===== src/rtl/dpram_fifo_pkg.sv =====
// Shared defaults and pointer-width helper for the dual-port RAM FIFO.
// Pointers carry one extra wrap bit above the RAM address.
package dpram_fifo_pkg;

  localparam int DEF_DATA_WIDTH   = 8;
  localparam int DEF_ADDR_WIDTH   = 3;
  localparam int DEF_AFULL_THRESH = 6;

  function automatic int ptr_w(input int addr_width);
    return addr_width + 1;
  endfunction

endpackage


===== src/rtl/dpram_fifo_if.sv =====
// Producer/consumer bundle for dpram_fifo; master drives requests, slave is the FIFO.
// DPRAM_FIFO_ERR_EN adds the sticky overflow/underflow flags.
interface dpram_fifo_if
  import dpram_fifo_pkg::*;
#(
  parameter int DATA_WIDTH = DEF_DATA_WIDTH,
  parameter int ADDR_WIDTH = DEF_ADDR_WIDTH
);

  logic                  wr_en;
  logic [DATA_WIDTH-1:0] wr_data;
  logic                  rd_en;
  logic [DATA_WIDTH-1:0] rd_data;
  logic                  rd_valid;
  logic                  full;
  logic                  empty;
  logic                  almost_full;
  logic [ADDR_WIDTH:0]   count;
`ifdef DPRAM_FIFO_ERR_EN
  logic                  overflow;
  logic                  underflow;
`endif

  modport master (
    output wr_en, wr_data, rd_en,
    input  rd_data, rd_valid, full, empty, almost_full, count
`ifdef DPRAM_FIFO_ERR_EN
    , input overflow, underflow
`endif
  );

  modport slave (
    input  wr_en, wr_data, rd_en,
    output rd_data, rd_valid, full, empty, almost_full, count
`ifdef DPRAM_FIFO_ERR_EN
    , output overflow, underflow
`endif
  );

endinterface


===== src/rtl/dpram_fifo_sdp_ram.sv =====
// Simple dual-port RAM: write port A, registered read port B, 1-cycle read latency.
// Read register clears on reset and holds when not enabled; array contents are never cleared.
module sdp_ram #(
  parameter int DATA_WIDTH = 8,
  parameter int ADDR_WIDTH = 3
) (
  input  logic                  clk,
  input  logic                  reset,
  input  logic                  we,
  input  logic [ADDR_WIDTH-1:0] waddr,
  input  logic [DATA_WIDTH-1:0] wdata,
  input  logic                  re,
  input  logic [ADDR_WIDTH-1:0] raddr,
  output logic [DATA_WIDTH-1:0] rdata
);

  localparam int DEPTH = 2 ** ADDR_WIDTH;

  logic [DATA_WIDTH-1:0] mem [DEPTH];

  always_ff @(posedge clk) begin
    if (we) begin
      mem[waddr] <= wdata;
    end
  end

  always_ff @(posedge clk) begin
    if (reset) begin
      rdata <= '0;
    end else if (re) begin
      rdata <= mem[raddr];
    end
  end

endmodule


===== src/rtl/dpram_fifo.sv =====
// Synchronous FIFO over sdp_ram: 1-cycle write-to-status and read latency; full drops writes, empty drops reads.
// Define DPRAM_FIFO_ERR_EN to expose sticky overflow/underflow flags on the interface.
module dpram_fifo
  import dpram_fifo_pkg::*;
#(
  parameter int DATA_WIDTH   = DEF_DATA_WIDTH,
  parameter int ADDR_WIDTH   = DEF_ADDR_WIDTH,
  parameter int AFULL_THRESH = DEF_AFULL_THRESH
) (
  input logic        clk,
  input logic        reset,
  dpram_fifo_if.slave bus
);

  localparam int             PW        = ptr_w(ADDR_WIDTH);
  localparam logic [PW-1:0]  PTR_ONE   = PW'(1);
  localparam logic [PW-1:0]  FULL_XOR  = {1'b1, {ADDR_WIDTH{1'b0}}};
  localparam logic [PW-1:0]  AFULL_THR = PW'(AFULL_THRESH);

  logic [PW-1:0] wr_ptr;
  logic [PW-1:0] rd_ptr;
  logic [PW-1:0] count_q;
  logic [PW-1:0] count_nxt;
  logic          afull_q;
  logic          rd_valid_q;
  logic          full_w;
  logic          empty_w;
  logic          wr_acc;
  logic          rd_acc;

  // Flags decode registered pointers only, so requests never reach them combinationally.
  assign full_w  = (wr_ptr ^ rd_ptr) == FULL_XOR;
  assign empty_w = (wr_ptr == rd_ptr);
  assign wr_acc  = bus.wr_en && !full_w;
  assign rd_acc  = bus.rd_en && !empty_w;

  always_comb begin
    count_nxt = count_q;
    case ({wr_acc, rd_acc})
      2'b10:   count_nxt = count_q + PTR_ONE;
      2'b01:   count_nxt = count_q - PTR_ONE;
      default: count_nxt = count_q;
    endcase
  end

  always_ff @(posedge clk) begin
    if (reset) begin
      wr_ptr     <= '0;
      rd_ptr     <= '0;
      count_q    <= '0;
      afull_q    <= 1'b0;
      rd_valid_q <= 1'b0;
    end else begin
      if (wr_acc) begin
        wr_ptr <= wr_ptr + PTR_ONE;
      end
      if (rd_acc) begin
        rd_ptr <= rd_ptr + PTR_ONE;
      end
      count_q    <= count_nxt;
      afull_q    <= (count_nxt >= AFULL_THR);
      rd_valid_q <= rd_acc;
    end
  end

  sdp_ram #(
    .DATA_WIDTH (DATA_WIDTH),
    .ADDR_WIDTH (ADDR_WIDTH)
  ) u_ram (
    .clk   (clk),
    .reset (reset),
    .we    (wr_acc),
    .waddr (wr_ptr[ADDR_WIDTH-1:0]),
    .wdata (bus.wr_data),
    .re    (rd_acc),
    .raddr (rd_ptr[ADDR_WIDTH-1:0]),
    .rdata (bus.rd_data)
  );

  assign bus.rd_valid    = rd_valid_q;
  assign bus.full        = full_w;
  assign bus.empty       = empty_w;
  assign bus.almost_full = afull_q;
  assign bus.count       = count_q;

`ifdef DPRAM_FIFO_ERR_EN
  logic overflow_q;
  logic underflow_q;

  always_ff @(posedge clk) begin
    if (reset) begin
      overflow_q  <= 1'b0;
      underflow_q <= 1'b0;
    end else begin
      overflow_q  <= overflow_q  | (bus.wr_en && full_w);
      underflow_q <= underflow_q | (bus.rd_en && empty_w);
    end
  end

  assign bus.overflow  = overflow_q;
  assign bus.underflow = underflow_q;
`endif

endmodule

===== src/flat_wrapper.sv =====
// flat-port wrapper written by rule: the top's interface ports become plain ports
module dpram_fifo_flat import dpram_fifo_pkg::*;
#(
  parameter int DATA_WIDTH   = DEF_DATA_WIDTH,
  parameter int ADDR_WIDTH   = DEF_ADDR_WIDTH,
  parameter int AFULL_THRESH = DEF_AFULL_THRESH
)
  (clk, reset, bus_wr_en, bus_wr_data, bus_rd_en, bus_rd_data, bus_rd_valid, bus_full, bus_empty, bus_almost_full, bus_count);
  dpram_fifo_if #(.DATA_WIDTH(DATA_WIDTH), .ADDR_WIDTH(ADDR_WIDTH)) bus_i ();
  input logic clk;
  input logic reset;
  input wire logic [$bits(bus_i.wr_en)-1:0] bus_wr_en;
  input wire logic [$bits(bus_i.wr_data)-1:0] bus_wr_data;
  input wire logic [$bits(bus_i.rd_en)-1:0] bus_rd_en;
  output wire logic [$bits(bus_i.rd_data)-1:0] bus_rd_data;
  output wire logic [$bits(bus_i.rd_valid)-1:0] bus_rd_valid;
  output wire logic [$bits(bus_i.full)-1:0] bus_full;
  output wire logic [$bits(bus_i.empty)-1:0] bus_empty;
  output wire logic [$bits(bus_i.almost_full)-1:0] bus_almost_full;
  output wire logic [$bits(bus_i.count)-1:0] bus_count;
  assign bus_i.wr_en = bus_wr_en;
  assign bus_i.wr_data = bus_wr_data;
  assign bus_i.rd_en = bus_rd_en;
  assign bus_rd_data = bus_i.rd_data;
  assign bus_rd_valid = bus_i.rd_valid;
  assign bus_full = bus_i.full;
  assign bus_empty = bus_i.empty;
  assign bus_almost_full = bus_i.almost_full;
  assign bus_count = bus_i.count;
  dpram_fifo #(.DATA_WIDTH(DATA_WIDTH), .ADDR_WIDTH(ADDR_WIDTH), .AFULL_THRESH(AFULL_THRESH)) u_core (.clk(clk), .reset(reset), .bus(bus_i));
endmodule

===== config.mk =====
export PLATFORM = sky130hd
export DESIGN_NAME = dpram_fifo_flat
export DESIGN_NICKNAME = d
export VERILOG_FILES = /design/src/rtl/dpram_fifo_pkg.sv /design/src/rtl/dpram_fifo_if.sv /design/src/rtl/dpram_fifo_sdp_ram.sv /design/src/rtl/dpram_fifo.sv /design/src/flat_wrapper.sv
export SDC_FILE = /design/constraint.sdc
export NUM_CORES = 1
export LEC_CHECK = 0
export ABC_AREA = 1
export BUFFER_PORTS_ARGS = -buffer_cell sky130_fd_sc_hd__buf_2
export CAP_MARGIN = 10
export CORE_UTILIZATION = 64
export DETAILED_ROUTE_END_ITERATION = 8
export GPL_TIMING_DRIVEN = 0
export PLACE_DENSITY = 0.84
export SYNTH_ARGS = -nofsm -noshare
export SYNTH_HDL_FRONTEND = slang
export SYNTH_SLANG_ARGS = --single-unit

===== constraint.sdc =====
create_clock -name clk -period 5.3 [get_ports clk]
set_input_delay 0 -clock clk [delete_from_list [all_inputs] [get_ports clk]]
set_output_delay 0 -clock clk [all_outputs]
set_load 0.01 [all_outputs]

==> qor.yml, run 1 <==
worst_pin_slew_ns: 0.959
place_inst: 547
path_class: "reg2reg"
stdcell_count: 575
cp_data_arrival_time_ns: 2.98
p_leak_uw: 0.00214
final_nets: 513
fin_crit_sh: 0.502
fin_util: 0.759
cts_sinks: 86
cp-start-kind: "flop"
hold_viol: 0
cap_violations: 0
slowest_stage: "fa_1"
globalplace.congestion: 0.835
cts_tree: "built"
grt_max_degree: 15
slew_violations: 0
vias_per_cell: 5.26
ant_nets: 0
gr-total-overflow: 0
cp_max_fo: 10
cpPeakStageDelay_ns: 0.38
ir_drop_uv: 267
synth.top_cell.area_share: 0.485
final_area_um2: 4520
first_iter_violations: 274
cp.required_ns: 5.61
cts_buffer_depth: 2
holdCritPathClass: "in2reg"
yosys.cell_types.count: 24
crit_top_cell: "nand2_1"
syn_inst: 443
rsz0062_at_grt: "no"
routedWlPerCell_um: 14.6
yosysTopAreaCell: "edfxtp_1"
cts_root_buffer: "clkbuf_8"
slew_headroom: 0.358
wl_mm: 8.38
ys_warn_count: 0
core_um2: 5960
synth.avg_cell_area_um2: 8.95
fmax_mhz: 376
final-setup-viol-count: 0
drc_errors: 0
die_w_um: 80.7
cts.htree.levels: 3
seq_area_frac_synth: 0.596
grt_pass1_wl_mm: 13.1
path_clk_slew_ns: 0.08
synth-seq-cells: 86
die_area_um2: 6510
antenna_cells: 0
fill_cells: 399
dr.pass1.iters: 5
chipHeight_um: 80.7
fin_setup_tns_ns: 0
cts.repair.resized: 0
mappedNetlistArea_um2: 3960
track_usage: 0.288
end_kind: "flop"
ios: 28
antenna_found_initial: 0
final_layout_size_suffix_gt1_frac: 0.142
clk_latency_ns: 0.37
syn_to_final_growth_pct: 14.0
synth_nets: 461
path_cells: "buf_6 > inv_4 > nand2_1 > nand2_1 > nand2_2 > nor2_2 > nor2_2 > buf_4 > ha_1 > inv_1 > fa_1 > xor2_1 > o21ai_0 > nand2_1 > or2_2 > nand2_1"
dp_hpwl_mm: 5.55
vias: 3024
period_needed_ns: 2.66
grt_pass1_vias: 2798
placed_cell_area_um2: 4210
path_buf_inv: 4
layout_setup_ws_ns: 2.64
skew_ns: 0.0120
numCtsBuffers: 9
post-place-ws_ns: 2.72
port_buffers: 26
row_count: 28
initial_utilization: 0.666
status: "finished clean"
powerDensity_nw_per_um2: 332
synth_area_leaders: "edfxtp_1 (48%), nand2_1 (14%), dfxtp_1 (11%)"
crit_family: "simple AND/OR/NAND/NOR gates"
## path summary, 6_finish.rpt
check,to,slack [ns],from,depth (start not counted)
worst max-delay path,u_core.bus.almost_full$_SDFF_PP0_,2.64,u_core.rd_ptr[0]$_SDFFE_PP0P_,16
worst min-delay path,u_core.u_ram.mem[3][4]$_DFFE_PP_,0.44,bus_wr_data[4],2
worst max register to register,u_core.bus.almost_full$_SDFF_PP0_,2.64,u_core.rd_ptr[0]$_SDFFE_PP0P_,16
worst min register to register,u_core.u_ram.rdata[6]$_SDFFE_PP0P_,0.46,u_core.u_ram.rdata[6]$_SDFFE_PP0P_,2
## flip-flops by register name (all words and copies together) (netlist names)
name and count:
u_core.wr_ptr 4, u_core.bus.rd_valid 1, u_core.u_ram.mem 64, u_core.bus.count 4, u_core.rd_ptr 4, u_core.u_ram.rdata 8, u_core.bus.almost_full 1
## synthesized netlist by cell type (all sizes together)
library cell and n:
nand3b 1, nand2 158, clkbuf 3, or2 1, inv 83, edfxtp 64
nor2 21, ha 5, xor2 6, nor3 3, fa 1, o21ai 7
buf 13, a21oi 15, dfxtp 22, nand3 40
## where the power goes
group          switching [µW]  total, µW  internal, µW
sequential               17.0        772           755
clock                     228        441           213
combinational             187        287          99.5
total                     432       1500          1070
## area by class of cell
type                            instances  area [µm²]  share of cell area
Inverter                               83         314              0.0695
Buffer                                 16        96.3              0.0213
Tap cell                               75        93.8              0.0208
Sequential cell                        86        2360               0.523
Multi-Input combinational cell        258        1190               0.264
Clock buffer                            9         124              0.0274
Timing Repair Buffer                   41         273              0.0604
Clock inverter                          7        65.1              0.0144
## routing by layer
metal	up-vias	routed length, µm	track usage
li1	1482	-	-
met1	1374	3330	0.359
met4	0	267	0.175
met5	-	0	0
met2	144	3990	0.460
met3	24	797	0.0648
## cells by family after synthesis
kind of cell / Yosys count / synth area share
simple gates: 224 / 0.239
buf+inv: 99 / 0.104
flops: 86 / 0.596
compound gates: 22 / 0.0278
xor+xnor: 6 / 0.0133
fa+ha+maj: 6 / 0.0208
## repair_timing
action / 4_1_cts / 5_1_grt
hold buffers: 12 / 0
setup endpoints to repair: 0 / 0
hold endpoints to repair: 70 / 0
buffers inserted: 0 / 0
## metrics by stage
stage	hold slack (ns)	total power, µW
2_1_floorplan	0.0989	972
3_3_place_gp	0.265	1050
3_5_place_dp	0.277	1060
4_1_cts	0.429	1500
5_1_grt	0.454	1560
6_report	0.445	1500
## placed cells by master, fill, tap and decap left out, drive strengths merged
cell / Yosys / routed
ha: 5 / 5
a21oi: 15 / 15
dlygate4sd3: 0 / 12
nor3: 3 / 3
clkinvlp: 0 / 2
inv: 83 / 83
xor2: 6 / 6
clkbuf: 3 / 12
nor2: 21 / 21
nand3b: 1 / 1
nand2: 158 / 158
bufinv: 0 / 1
nand3: 40 / 40
clkinv: 0 / 4
fa: 1 / 1
buf: 13 / 42
or2: 1 / 1
edfxtp: 64 / 64
dfxtp: 22 / 22
o21ai: 7 / 7
(Power assumes the default switching activity.)
==> run 2, diff against run 1 <==
--- a/config.mk
+++ b/config.mk
@@ -5,13 +5,13 @@
 export SDC_FILE = /design/constraint.sdc
 export NUM_CORES = 1
 export LEC_CHECK = 0
-export ABC_AREA = 1
+export ABC_AREA = 0
 export BUFFER_PORTS_ARGS = -buffer_cell sky130_fd_sc_hd__buf_2
 export CAP_MARGIN = 10
-export CORE_UTILIZATION = 64
+export CORE_UTILIZATION = 53
 export DETAILED_ROUTE_END_ITERATION = 8
 export GPL_TIMING_DRIVEN = 0
-export PLACE_DENSITY = 0.84
+export PLACE_DENSITY = 0.75
 export SYNTH_ARGS = -nofsm -noshare
 export SYNTH_HDL_FRONTEND = slang
 export SYNTH_SLANG_ARGS = --single-unit
==> constraint.sdc (replaced) <==
create_clock -name clk -period 2.35 [get_ports clk]
set_input_delay 0 -clock clk [delete_from_list [all_inputs] [get_ports clk]]
set_output_delay 0 -clock clk [all_outputs]
set_load 0.01 [all_outputs]
==> qor.yml, run 2 <==
status: "complete, but fails checks"
violations: "negative setup slack"
globalplace.congestion: 0.760  # -8.9%
cts_tree: "built"
async_flop_share: 0  # unchanged
slew_headroom: 0.458  # +0.0996
vias: 2019  # -33%
crit_top_cell: "ha_4"
worst_pin_slew_ns: 0.813  # -0.146 ns
first_iter_violations: 115  # -58%
numCtsBuffers: 9  # unchanged
path_clk_slew_ns: 0.09  # about the same
cp-start-kind: "flop"
ios: 28  # unchanged
vias_per_cell: 5.82  # +11%
skew_ns: 0.00994  # -0.00206 ns
synth_compound_area_frac: 0.0642  # +0.0365
path_class: "reg2reg"
min-delay-start: "bus_wr_en"
largest_register_ffs: 64  # unchanged
place_inst: 313  # -43%
slowest_stage: "or4_4"
yosysMostFrequentCell: "edfxtp_1"
p_int_uw: 2550  # +140%
final_nets: 283  # -45%
fmax_mhz: 388  # +3.2%
cpPeakStageDelay_ns: 0.48  # +0.10 ns
synth.top_cell.area_share: 0.551  # +0.0665
row_count: 29  # +3.6%
cap_violations: 0  # unchanged
final_layout_size_suffix_gt1_frac: 0.374  # +0.232
synth_top_family_by_area: "multiplexers"
mostFrequentLayoutCell: "edfxtp_1"
antenna_found_initial: 0  # unchanged
synthAdderAreaFrac: 0.0237  # +0.00286
cp_max_fo: 4  # -6
fin_util: 0.665  # -0.0934
powerDensity_nw_per_um2: 832  # +150%
port_buffers: 27  # +3.8%
final-setup-viol-count: 12  # +12
cts_sinks: 86  # unchanged
crit_start: "u_core.wr_ptr[2]$_SDFFE_PP0P_"
chipHeight_um: 83.1  # +3.0%
antenna_cells: 0  # unchanged
p_seq_frac: 0.510  # -0.005
top_register: "u_core.u_ram.mem"
ir_drop_uv: 465  # +74%
ys.flop_type: "edfxtp_1"
cts.htree.levels: 3  # unchanged
slew_violations: 0  # unchanged
synth_xor_xnor_area_share: 0.0269  # +0.0137
syn_to_final_growth_pct: 21.2
initial_utilization: 0.549  # -0.117
cp.required_ns: 2.63  # -2.98 ns
synth_nets: 225  # -51%
comb_power_share: 0.189  # -0.002
end_kind: "flop"
holdCritPathClass: "in2reg"
drc_errors: 0  # unchanged
hold_viol: 0  # unchanged
p_leak_uw: 0.00150  # -30%
grt_pass1_wl_mm: 10.4  # -21%
final_cell_mix: "edfxtp_1 (64), buf_2 (31), mux4_2 (16), dfxtp_1 (16), buf_4 (12)"
seq_area_frac_synth: 0.678  # +0.0817
reg.largest.list: "u_core.u_ram.mem (64), u_core.u_ram.rdata (8)"
layout_setup_ws_ns: -0.229  # -2.87 ns
wl_mm: 6.51  # -22%
period_needed_ns: 2.58  # -0.0832 ns
track_usage: 0.205  # -0.0837
synth_area_leaders: "edfxtp_1 (55%), dfxtp_1 (13%), mux4_2 (10%)"
cp_data_arrival_time_ns: 2.86  # -0.12 ns
ys_warn_count: 0  # unchanged
gr-total-overflow: 0  # unchanged
cts_root_buffer: "clkbuf_8"
ant_nets: 0  # unchanged
fin_crit_sh: 1.10  # +0.595
rsz0062_at_grt: "yes"
synth.avg_cell_area_um2: 16.8  # +88%
reg2reg_from: "u_core.wr_ptr[2]$_SDFFE_PP0P_"
cts_buffer_depth: 2  # unchanged
synth_edf_count: 64  # unchanged
yosys.cell_types.count: 34  # +42%
placed_cell_area_um2: 3790  # -10%
synthMuxAreaShare: 0.135  # +0.135
die_w_um: 83.1  # +3.0%
syn_inst: 207  # -53%
synth-simple-area-share: 0.0503  # -0.188
clkPwrFrac: 0.301  # +0.007
routedWlPerCell_um: 18.8  # +29%
synth_common_cells: "edfxtp_1 (64), dfxtp_1 (22), mux4_2 (16), nor2_1 (14), mux2i_1 (11)"
p_switching_uw: 964  # +120%
sw_frac_of_total: 0.274  # -0.0135
grt_max_degree: 17  # +2
final_area_um2: 4230  # -6.5%
dr.pass1.iters: 4  # -1
stdcell_count: 347  # -40%
grt_pass1_vias: 1971  # -30%
dp_hpwl_mm: 3.97  # -28%
clk_latency_ns: 0.35  # -0.02 ns
yosysTopAreaCell: "edfxtp_1"
path_cells: "xor2_4 > o41ai_4 > inv_1 > ha_4 > ha_4 > a21o_1 > o21a_1 > or4_4 > a31oi_1"
core_um2: 6350  # +6.6%
die_area_um2: 6910  # +6.0%
mappedNetlistArea_um2: 3490  # -12%
synth-seq-cells: 86  # unchanged
[run 2: through the flow]
stage / power [µW] / setup slack, ns / hold WS, ns / TNS (ns)
after detailed placement: 2400 / -0.613 / 0.256 / -10.20
final: 3510 / -0.229 / 0.160 / -1.02
after CTS: 3510 / -0.256 / 0.148 / -1.17
after global placement: 2380 / -0.579 / 0.249 / -15.57
after global routing: 3660 / -0.326 / 0.177 / -2.65
after floorplan: 2220 / -0.347 / 0.0691 / -0.685
[run 2: path summary, 6_finish.rpt]
check / end / slack, ns / depth (start not counted)
worst max register to register: u_core.bus.almost_full$_SDFF_PP0_ / -0.23 / 9
worst min-delay path: u_core.wr_ptr[1]$_SDFFE_PP0P_ / 0.16 / 5
worst min register to register: u_core.u_ram.rdata[4]$_SDFFE_PP0P_ / 0.46 / 1
worst max-delay path: u_core.bus.almost_full$_SDFF_PP0_ / -0.23 / 9
[run 2: kinds of logic after synthesis]
family	count (synthesis)
xor+xnor	9
buf+inv	18
compound gates	27
flops	86
fa+ha+maj	6
mux	27
simple gates	34
[run 2: layer usage]
metal,GRT usage,vias up,routed length (µm)
li1,-,921,-
met2,0.334,79,3250
met1,0.272,1007,2720
met3,0.0308,12,410
met5,0,-,0
met4,0.0972,0,134
[run 2: power groups by stage]
stage          clock network [µW]  registers (µW)  logic [µW]
5_1_grt                      1130            1800         721
3_3_place_gp                    0            1810         568
4_1_cts                      1080            1780         648
3_5_place_dp                    0            1820         585
2_1_floorplan                   0            1830         389
6_report                     1060            1790         664
[run 2: worst max-delay path: cells and delay by family, from the launching register on]
family / cells / cell delay, ns
AOI/OAI and AO/OA: 4 / 0.90
xor gates and xnor gates: 1 / 0.20
DFF: 1 / 0.38
and+or+nand+nor: 1 / 0.48
buffers and inverters: 1 / 0.12
adders and majority gates: 2 / 0.42
[run 2: layout make-up]
class                   count  area, µm²
repair buffers             48        315
fillers                   425       2120
well taps                  77       96.3
plain buffers               9       55.1
clock buffers               9        124
clock inverters             7       81.3
multi-input cells         103       1150
flip-flops and latches     86       2370
inverters                   8       30.0
[run 2: repair_timing]
item,CTS,global route
hold buffers,9,0
resized for setup,15,6
setup buffers,8,2
endpoints found under the setup margin,63,26
pin swaps,6,6
endpoints found under the hold margin,67,0
==> run 3, diff against run 2 <==
--- a/config.mk
+++ b/config.mk
@@ -6,12 +6,13 @@
 export NUM_CORES = 1
 export LEC_CHECK = 0
 export ABC_AREA = 0
-export BUFFER_PORTS_ARGS = -buffer_cell sky130_fd_sc_hd__buf_2
+export BUFFER_PORTS_ARGS = -buffer_cell sky130_fd_sc_hd__buf_4
 export CAP_MARGIN = 10
-export CORE_UTILIZATION = 53
+export CORE_UTILIZATION = 55
+export CTS_BUF_LIST = sky130_fd_sc_hd__clkbuf_4
 export DETAILED_ROUTE_END_ITERATION = 8
 export GPL_TIMING_DRIVEN = 0
-export PLACE_DENSITY = 0.75
+export PLACE_DENSITY = 0.77
 export SYNTH_ARGS = -nofsm -noshare
 export SYNTH_HDL_FRONTEND = slang
 export SYNTH_SLANG_ARGS = --single-unit
==> qor.yml, run 3 (synthesis gave the netlist of run 2 again) <==
status: "complete, but fails checks"
violations: "negative setup slack"
cts_sinks: 86  # unchanged
reg.largest.list: "u_core.u_ram.mem (64), u_core.u_ram.rdata (8)"
stdcell_count: 345  # -0.58%
core_um2: 6030  # -5.1%
path_cells: "xor2_4 > o41ai_4 > inv_1 > ha_4 > ha_4 > and3_4 > o21a_1 > or4_4 > a31oi_2"
cts_root_buffer: "clkbuf_4"
slowest_stage: "or4_4"
ant_nets: 0  # unchanged
grt_pass1_wl_mm: 10.2  # -2.1%
p_leak_uw: 0.00149  # -0.20%
crit_family: "compound AO/OA/AOI/OAI gates"
crit_start: "u_core.wr_ptr[2]$_SDFFE_PP0P_"
chipHeight_um: 81.6  # -1.8%
final_nets: 283  # unchanged
dp_hpwl_mm: 3.84  # -3.3%
ir_drop_uv: 507  # +9.0%
final_area_um2: 4270  # +1.0%
cp.required_ns: 2.72  # +0.09 ns
drc_errors: 0  # unchanged
row_count: 28  # -3.4%
track_usage: 0.225  # +0.0204
vias_per_cell: 5.68  # -2.3%
cts_buffer_depth: 2  # unchanged
path_clk_slew_ns: 0.14  # +0.05 ns
post-place-ws_ns: -0.623  # -0.00971 ns
syn_to_final_growth_pct: 22.4
slew_headroom: 0.426  # -0.0319
port_buffers: 27  # unchanged
fmax_mhz: 394  # +1.6%
die_area_um2: 6660  # -3.6%
hold_viol: 0  # unchanged
wl_mm: 6.82  # +4.7%
path_buf_inv: 1  # unchanged
cts_tree: "built"
globalplace.congestion: 0.766  # +0.72%
top_register: "u_core.u_ram.mem"
hold_path_depth: 5  # unchanged
skew_ns: 0.0181  # +0.00816 ns
rsz0062_at_grt: "yes"
cp-start-kind: "flop"
initial_utilization: 0.578  # +0.0295
cp_max_fo: 3  # -1
numCtsBuffers: 9  # unchanged
fin_crit_sh: 1.08  # -0.0171
path_depth: 9  # unchanged
antenna_cells: 0  # unchanged
powerDensity_nw_per_um2: 789  # -5.2%
crit_top_cell: "ha_4"
mostFrequentLayoutCell: "edfxtp_1"
final-setup-viol-count: 10  # -2
final_layout_size_suffix_gt1_frac: 0.393  # +0.0185
cp_data_arrival_time_ns: 2.91  # +0.05 ns
ios: 28  # unchanged
period_needed_ns: 2.54  # -0.0401 ns
end_kind: "flop"
place_inst: 309  # -1.3%
vias: 1961  # -2.9%
path_class: "reg2reg"
largest_register_ffs: 64  # unchanged
routedWlPerCell_um: 19.8  # +5.3%
worst_pin_slew_ns: 0.857  # +0.0432 ns
final_cell_mix: "edfxtp_1 (64), buf_4 (38), mux4_2 (16), dfxtp_1 (16), mux2i_1 (11)"
first_iter_violations: 151  # +31%
reg2reg_depth: 9  # unchanged
r2r_slack_ns: -0.19  # +0.04 ns
cts.htree.levels: 3  # unchanged
min-delay-start: "bus_rd_en"
r2r_end: "u_core.bus.almost_full$_SDFF_PP0_"
antenna_found_initial: 0  # unchanged
dr.pass1.iters: 6  # +2
min_to: "u_core.rd_ptr[0]$_SDFFE_PP0P_"
holdCritPathClass: "in2reg"
grt_max_degree: 17  # unchanged
hold_ws_ns: 0.0692  # -0.0903 ns
layout_setup_ws_ns: -0.188  # +0.0401 ns
die_w_um: 81.6  # -1.8%
reg2reg_from: "u_core.wr_ptr[2]$_SDFFE_PP0P_"
slew_violations: 0  # unchanged
grt_pass1_vias: 1936  # -1.8%
fin_total_pwr_uw: 3370  # -4.2%
cpPeakStageDelay_ns: 0.50  # +0.02 ns
placed_cell_area_um2: 3850  # +1.6%
cap_violations: 0  # unchanged
gr-total-overflow: 0  # unchanged
clk_latency_ns: 0.43  # +0.08 ns
-- run 3: cell count changes in the layout (fill, tap and decap cells not counted), moves of 2 or more --
cell | previous run | this run
buf_2 | 31 | 4
buf_4 | 12 | 38
clkbuf_4 | 0 | 9
clkbuf_8 | 9 | 0
clkinvlp_4 | 0 | 2
nor3_1 | 3 | 1
nor3_2 | 0 | 2
-- run 3: power by group --
part	internal [µW]	leakage (µW)	switching, µW
logic	354	0.000653	354
clock network	336	0.0000753	532
registers	1720	0.000764	69.4
total	2410	0.00149	955
-- run 3: how the worst max path moves through the flow --
stage | endpoint | slack, ns
finish | u_core.bus.almost_full$_SDFF_PP0_ | -0.19
global route | u_core.bus.almost_full$_SDFF_PP0_ | -0.27
CTS | u_core.bus.count[3]$_SDFF_PP0_ | -0.18
detailed placement | u_core.bus.count[3]$_SDFF_PP0_ | -0.62
global placement | u_core.u_ram.mem[4][7]$_DFFE_PP_ | -0.62
floorplan | u_core.bus.almost_full$_SDFF_PP0_ | -0.35
-- run 3: worst register-to-register path, delay by kind of cell (launching register included) --
kind            cells  cell delay, ns
fa+ha+maj           2            0.42
compound gates      3            0.68
simple gates        2            0.67
buf+inv             1            0.12
xor+xnor            1            0.20
flops               1            0.39
-- run 3: timing repair --
item,CTS,global route
setup buffers,9,2
hold endpoints to repair,67,0
pin swaps,5,0
endpoints found under the setup margin,69,28
hold buffers,9,0
gates resized for setup,19,5
-- run 3: metal layers --
metal / up-vias / GRT usage / wire, µm
li1: 922 / - / -
met1: 978 / 0.295 / 3110
met2: 48 / 0.358 / 3270
met3: 13 / 0.0611 / 297
met4: 0 / 0.0930 / 140
met5: - / 0 / 0
-- run 3: area by class of cell --
class	count	area, µm²
clock buffers	9	67.6
multi-input cells	103	1180
repair buffers	47	375
plain buffers	10	61.3
clock inverters	7	83.8
inverters	8	30.0
well taps	75	93.8
fillers	393	1760
flip-flops and latches	86	2370
-- run 3: through the flow --
step / util / TNS [ns]
after global placement: 0.637 / -16.72
after detailed placement: 0.639 / -12.29
after floorplan: - / -0.685
after CTS: 0.702 / -0.981
after global routing: 0.708 / -2.86
final: 0.708 / -1.04
